## src/rtl/ddf_acc_arbiter_2ch.sv

```systemverilog
// Round-robin scheduler that lends one NDA-driven DDF accumulator to two channels,
// serialising whole bursts: token offer, data routing, result return.
module ddf_acc_arbiter_2ch #(
  parameter int WIDTH     = 32,
  parameter int WIDTH_NDA = 4
) (
  input  logic                 ck,
  input  logic                 rst,
  input  logic                 ch0_len_empty,
  input  logic [WIDTH_NDA-1:0] ch0_len_data,
  output logic                 ch0_len_rd,
  input  logic                 ch0_in_empty,
  input  logic [WIDTH-1:0]     ch0_in_data,
  output logic                 ch0_in_rd,
  input  logic                 ch0_out_full,
  output logic                 ch0_out_wr,
  output logic [WIDTH-1:0]     ch0_out_data,
  input  logic                 ch1_len_empty,
  input  logic [WIDTH_NDA-1:0] ch1_len_data,
  output logic                 ch1_len_rd,
  input  logic                 ch1_in_empty,
  input  logic [WIDTH-1:0]     ch1_in_data,
  output logic                 ch1_in_rd,
  input  logic                 ch1_out_full,
  output logic                 ch1_out_wr,
  output logic [WIDTH-1:0]     ch1_out_data,
  output logic                 acc_nda_empty,
  output logic [WIDTH_NDA-1:0] acc_nda_data,
  input  logic                 acc_nda_rd,
  output logic                 acc_in0_empty,
  output logic [WIDTH-1:0]     acc_in0_data,
  input  logic                 acc_in0_rd,
  output logic                 acc_out0_full,
  input  logic                 acc_out0_wr,
  input  logic [WIDTH-1:0]     acc_out0_data,
  output logic [1:0]           gnt,
  output logic [1:0]           done,
  output logic                 err
);

  typedef enum logic [1:0] {IDLE, OFFER, BUSY} state_t;

  state_t               state_q, state_d;
  logic                 sel_q, sel_d;
  logic                 ptr_q, ptr_d;
  logic [1:0]           gnt_q, gnt_d;
  logic [1:0]           len_rd_q, len_rd_d;
  logic [1:0]           done_q, done_d;
  logic [WIDTH_NDA-1:0] tok_q, tok_d;
  logic [WIDTH_NDA-1:0] rdc_q, rdc_d;
  logic                 err_q, err_d;
  logic [1:0]           len_pend;
  logic                 pick;
  logic                 busy;

  assign len_pend = {~ch1_len_empty, ~ch0_len_empty};
  assign busy     = (state_q == BUSY);

  always_ff @(posedge ck or negedge rst) begin
    if (!rst) begin
      state_q  <= IDLE;
      sel_q    <= 1'b0;
      ptr_q    <= 1'b0;
      gnt_q    <= 2'b00;
      len_rd_q <= 2'b00;
      done_q   <= 2'b00;
      tok_q    <= '0;
      rdc_q    <= '0;
      err_q    <= 1'b0;
    end else begin
      state_q  <= state_d;
      sel_q    <= sel_d;
      ptr_q    <= ptr_d;
      gnt_q    <= gnt_d;
      len_rd_q <= len_rd_d;
      done_q   <= done_d;
      tok_q    <= tok_d;
      rdc_q    <= rdc_d;
      err_q    <= err_d;
    end
  end

  always_comb begin
    state_d  = state_q;
    sel_d    = sel_q;
    ptr_d    = ptr_q;
    gnt_d    = gnt_q;
    len_rd_d = 2'b00;
    done_d   = 2'b00;
    tok_d    = tok_q;
    rdc_d    = rdc_q;
    err_d    = err_q;
    // ptr_q names the channel that wins a tie; it points away from the last one served
    pick     = (len_pend == 2'b11) ? ptr_q : len_pend[1];

    case (state_q)
      IDLE: begin
        if (|len_pend) begin
          sel_d    = pick;
          gnt_d    = pick ? 2'b10 : 2'b01;
          len_rd_d = pick ? 2'b10 : 2'b01;
          tok_d    = pick ? ch1_len_data : ch0_len_data;
          rdc_d    = '0;
          state_d  = OFFER;
        end
      end
      OFFER: begin
        if (acc_nda_rd) begin
          if (tok_q == '0) begin
            // zero-length bursts count as served so they cannot starve the other channel
            done_d  = gnt_q;
            gnt_d   = 2'b00;
            ptr_d   = ~sel_q;
            state_d = IDLE;
          end else begin
            state_d = BUSY;
          end
        end
      end
      BUSY: begin
        if (acc_in0_rd) rdc_d = rdc_q + WIDTH_NDA'(1);
        if (acc_out0_wr) begin
          done_d  = gnt_q;
          gnt_d   = 2'b00;
          ptr_d   = ~sel_q;
          state_d = IDLE;
        end
      end
      default: state_d = IDLE;
    endcase

    if (!busy && (acc_in0_rd || acc_out0_wr)) err_d = 1'b1;
    if ((state_q != OFFER) && acc_nda_rd) err_d = 1'b1;
    if (busy && acc_in0_rd && (rdc_q == tok_q)) err_d = 1'b1;
  end

  assign ch0_len_rd    = len_rd_q[0];
  assign ch1_len_rd    = len_rd_q[1];
  assign gnt           = gnt_q;
  assign done          = done_q;
  assign err           = err_q;
  assign acc_nda_empty = (state_q != OFFER);
  assign acc_nda_data  = tok_q;

  // in0/out0 are routed combinationally so the actor's handshake sees no extra latency
  assign acc_in0_empty = busy ? (sel_q ? ch1_in_empty : ch0_in_empty) : 1'b1;
  assign acc_in0_data  = sel_q ? ch1_in_data : ch0_in_data;
  assign acc_out0_full = busy ? (sel_q ? ch1_out_full : ch0_out_full) : 1'b1;
  assign ch0_in_rd     = busy && !sel_q && acc_in0_rd;
  assign ch1_in_rd     = busy &&  sel_q && acc_in0_rd;
  assign ch0_out_wr    = busy && !sel_q && acc_out0_wr;
  assign ch1_out_wr    = busy &&  sel_q && acc_out0_wr;
  assign ch0_out_data  = acc_out0_data;
  assign ch1_out_data  = acc_out0_data;

endmodule

```

## config.mk

```make
export PLATFORM = sky130hd
export DESIGN_NAME = ddf_acc_arbiter_2ch
export DESIGN_NICKNAME = d
export VERILOG_FILES = /design/src/rtl/ddf_acc_arbiter_2ch.sv
export SDC_FILE = /design/constraint.sdc
export NUM_CORES = 1
export LEC_CHECK = 0
export CORE_MARGIN = 5
export CORE_UTILIZATION = 30
export DETAILED_ROUTE_END_ITERATION = 8
export PLACE_DENSITY = 0.94
export SLEW_MARGIN = 40
export SYNTH_ARGS = -nofsm -noshare
export SYNTH_HDL_FRONTEND = slang
export SYNTH_SLANG_ARGS = --single-unit
```

## constraint.sdc

```tcl
create_clock -name ck -period 4.35 [get_ports ck]
set_input_delay 0.87 -clock ck [delete_from_list [all_inputs] [get_ports ck]]
set_output_delay 0.87 -clock ck [all_outputs]
set_load 0.005 [all_outputs]
```

[Word-level counts from Yosys, hierarchy flattened]
Cells that the tools add are included.
Word-level totals
  register bits after elaboration: 19
  input bits: 115
Cells by class
  reductions and logical operators: 25
  bitwise gates (word level): 3
  equality and inequality tests: 10
  $add $sub $neg: 1
  mux-type cells: 33
Operator list (number)
  $mux 32: 1
  $mux 2: 13
  $mux 4: 3
  $pmux 2 s3: 2
  $mux 1: 11
  $logic_and 1x1->1: 10
  $ne 2x2->1 const B: 5
  $pmux 4 s2: 1
  $reduce_and 3->1: 2
  $reduce_bool 3->1: 2
  $reduce_and 5->1: 1
  $add 4x1->4 const B: 1
  $eq 2x2->1 const B: 2
  $eq 4x4->1: 1
  $logic_not 4->1: 1
  $pmux 2 s2: 1
  $reduce_and 4->1: 1
  $reduce_bool 2->1: 2
  $not 1->1: 3
  $eq 2x1->1 const B: 1
  $logic_not 1->1: 2
  $logic_not 2->1: 1
  $ne 2x1->1 const B: 1
  $pmux 1 s2: 1
  other kinds (3): 3

[Logic depth before layout (Yosys ltp)]
  word-level depth: 6
  depth in mapped cells: 6

[Worst setup path before layout]
OpenSTA, ideal clock, no wires.
  kind: input to output
  start point: in acc_in0_rd
  end point: out ch0_in_rd
  slack: 2275 ps
  cell stages on the path: 3
  data arrival time: 1205 ps
  cell sequence: buf_2 > nand2_1 > nor2_1
Between the ends
  word-level cells in the longest chain between the ends: 1
RTL lines
  from (decl): RTL line 32  | input logic acc_in0_rd,
  $logic_and 1x1->1: RTL line 149  | assign ch0_in_rd = busy && !sel_q && acc_in0_rd;
  to (decl): RTL line 14  | output logic ch0_in_rd,
No other way between the ends.

[Worst setup path after layout]
Ends and elaborated chain as after synthesis.

==> results.cfg <==
[timing]
finalSetupViolations = 0
finalHoldViolations = 0
tightest_slew_ps = 568
skew_ps = 5.88
finalCritPeriodShare_pct = 75.0
slew_headroom_pct = 62.1
min_period_ps = 3260
max_freq_mhz = 306
drv_slew = 0
rsz0062_at_grt = no
setup_tns_ps = 0

[clock_network]
clk_latency_ps = 270
path_clk_slew_ps = 80
cts_resized = 0
hold_buffers = 0
cts_sinks = 19
root_buffer = clkbuf_8
post_cts_buffers = 0
numCtsBuffers = 3
ctsLongestPathBuffers = 2
htreeDepth = 1
cts_tree = built

[floorplanning]
io_pins = 229
fp.dieW_um = 91.8
initial_core_util_pct = 31.3
dieArea_mm2 = 0.00843
rows = 29
fp.dieH_um = 91.8
core_area_mm2 = 0.00642

[routing]
drtIter0Drc = 82
avgViaCountPerCell = 5.02
drc = 0
drt-total-wl_um = 6770
dr.pass1.iters = 4
vias = 1831
ant_nets = 0
routedWlPerCell_um = 18.5

[global_routing]
grt_overflow = 0
antenna_found_initial = 1
grt_pass1_wl_um = 10600
grt_max_degree = 36
grt_pass1_vias = 1952
track_usage_pct = 15.6

[outcome]
status = finished, final reports clean

[place]
detailed_place_hpwl_um = 5590
place_area_mm2 = 0.00291
numPortBuffers = 132
gp_congestion = 0.843

[synth]
ys_types = 35
yosysWarnings = 0
synth.yosys.seq_area_share_pct = 23.7
syn_nets = 343
synth.cell_area_mm2 = 0.00201
synth-seq-cells = 19
netlist_instances = 222
syn_avg_cell_area_um2 = 9.05

[critical_path]
cp_common_cell = clkdlybuf4s50_1
cp_num_buf_inv = 2
crit_path_top_delay_cell = clkdlybuf4s50_1
r2r_slack_ps = 2310
crit_fanout = 11
slowest_delay_ps = 700
cp-startpoint = acc_in0_rd
arrival_ps = 2390
reg2regPathDepth = 6
critPathRequiredTime_ps = 3480
crit_family = buffers and inverters
startpoint_type = input pin
crit_path_end_kind = primary output
criticalPathCategory = input pin to primary output
path_cells = clkdlybuf4s50_1, nand2_1, nor2_1, clkdlybuf4s50_1
r2r_end = gnt[0]
r2r-start = state_q[0]

[run]
cap_violations = 0

[pwr]
power_density_mw_per_mm2 = 460
peakVddDrop_v = 0.000397
leakagePower_uw = 0.00120

[layout]
design_area_mm2 = 0.00296
drive_above_1_share_pct = 16.0
area_growth_syn_to_layout_pct = 47.5
final_common_cell = clkdlybuf4s50_1
nets = 409
layout_common_cells = clkdlybuf4s50_1, mux2_2, dfrtp_1, nand2_1, nand3_1
nFillCells = 591

[min_path]
min_to = err
min_from = err
hold_class = register to register
holdPathStages = 2
[metal layers]
metal  global-route usage (%)  up-vias  wire length [um]
met5                        0        -                 0
met4                     4.83        0               140
li1                         -      831                 -
met3                     5.16       13               752
met2                     29.3      138              3430
met1                     16.4      849              2440
[logic make-up after synthesis]
group | share of synthesized area [%]
xor+xnor | 1.74
mux | 22.2
fa+ha+maj | 3.74
buf+inv | 27.1
simple gates | 13.8
compound gates | 7.73
flops | 23.7
[sequential cells by signal, indices dropped and copies added, names as in the netlist]
name / count
rdc_q: 4
done: 2
sel_q: 1
acc_nda_data: 4
ptr_q: 1
err: 1
len_rd_q: 2
state_q: 2
gnt: 2
[worst min-delay path: stages (launching register included)]
cell and delay (ps):
dfrtp_1 360, a21oi_1 50, o211ai_1 80
[synth_stat cells (all sizes together)]
master / number / area share (%)
o31ai: 2 / 0.75
mux2: 36 / 20
ha: 6 / 3.7
a221o: 2 / 1.0
o22ai: 1 / 0.31
inv: 7 / 1.3
mux2i: 4 / 2.0
or2: 1 / 0.31
o21ai: 5 / 1.2
a41o: 1 / 0.50
nor4: 1 / 1.1
o311ai: 1 / 0.44
nand3: 11 / 2.7
buf: 70 / 25
nand2: 18 / 3.4
a21o: 1 / 0.37
nor3: 2 / 1.1
and2: 1 / 0.31
xor2: 3 / 1.3
dfrtp: 19 / 24
and3: 5 / 1.6
a21oi: 4 / 1.0
o221ai: 2 / 1.7
nor2: 11 / 2.2
xnor2: 1 / 0.44
o211ai: 1 / 0.37
or3: 1 / 0.31
nand4: 3 / 0.93
clkbuf: 2 / 0.37
[worst max-delay path by stage]
stage,endpoint,slack (ps),cells after the start
final,ch0_in_rd,1090,4
after CTS,ch0_in_rd,1100,4
after global routing,ch0_in_rd,950,4
after global placement,ch0_in_rd,1150,4
after detailed placement,ch0_in_rd,1110,4
after floorplan,ch0_in_rd,2280,3
[layout make-up]
cell class                 count  area, um^2  share of cell area (%)
inverter                       7        26.3                   0.887
antenna                        1        2.50                  0.0845
clock inverter                 1        7.51                   0.253
timing repair buffer         133        1320                    44.7
sequential                    19         475                    16.1
clock buffer                   3        41.3                    1.39
multi-input combinational    124         988                    33.4
tap                           77        96.3                    3.25
[where the power goes]
part           internal, uW  switching [uW]
Combinational           535             377
Clock                  64.8            67.7
Sequential              237            80.0
Total                   837             525
[through the flow]
step	power, uW	setup WS, ps	util [%]	cells	hold slack [ps]
finish	1360	1090	46.1	365	521
global route	1460	949	46.1	365	558
CTS	1370	1100	46.1	364	520
detailed placement	1230	1110	45.3	360	501
global placement	1190	1150	45.4	360	493
floorplan	830	2280	-	222	475
Power figures use the tool's default switching activity.
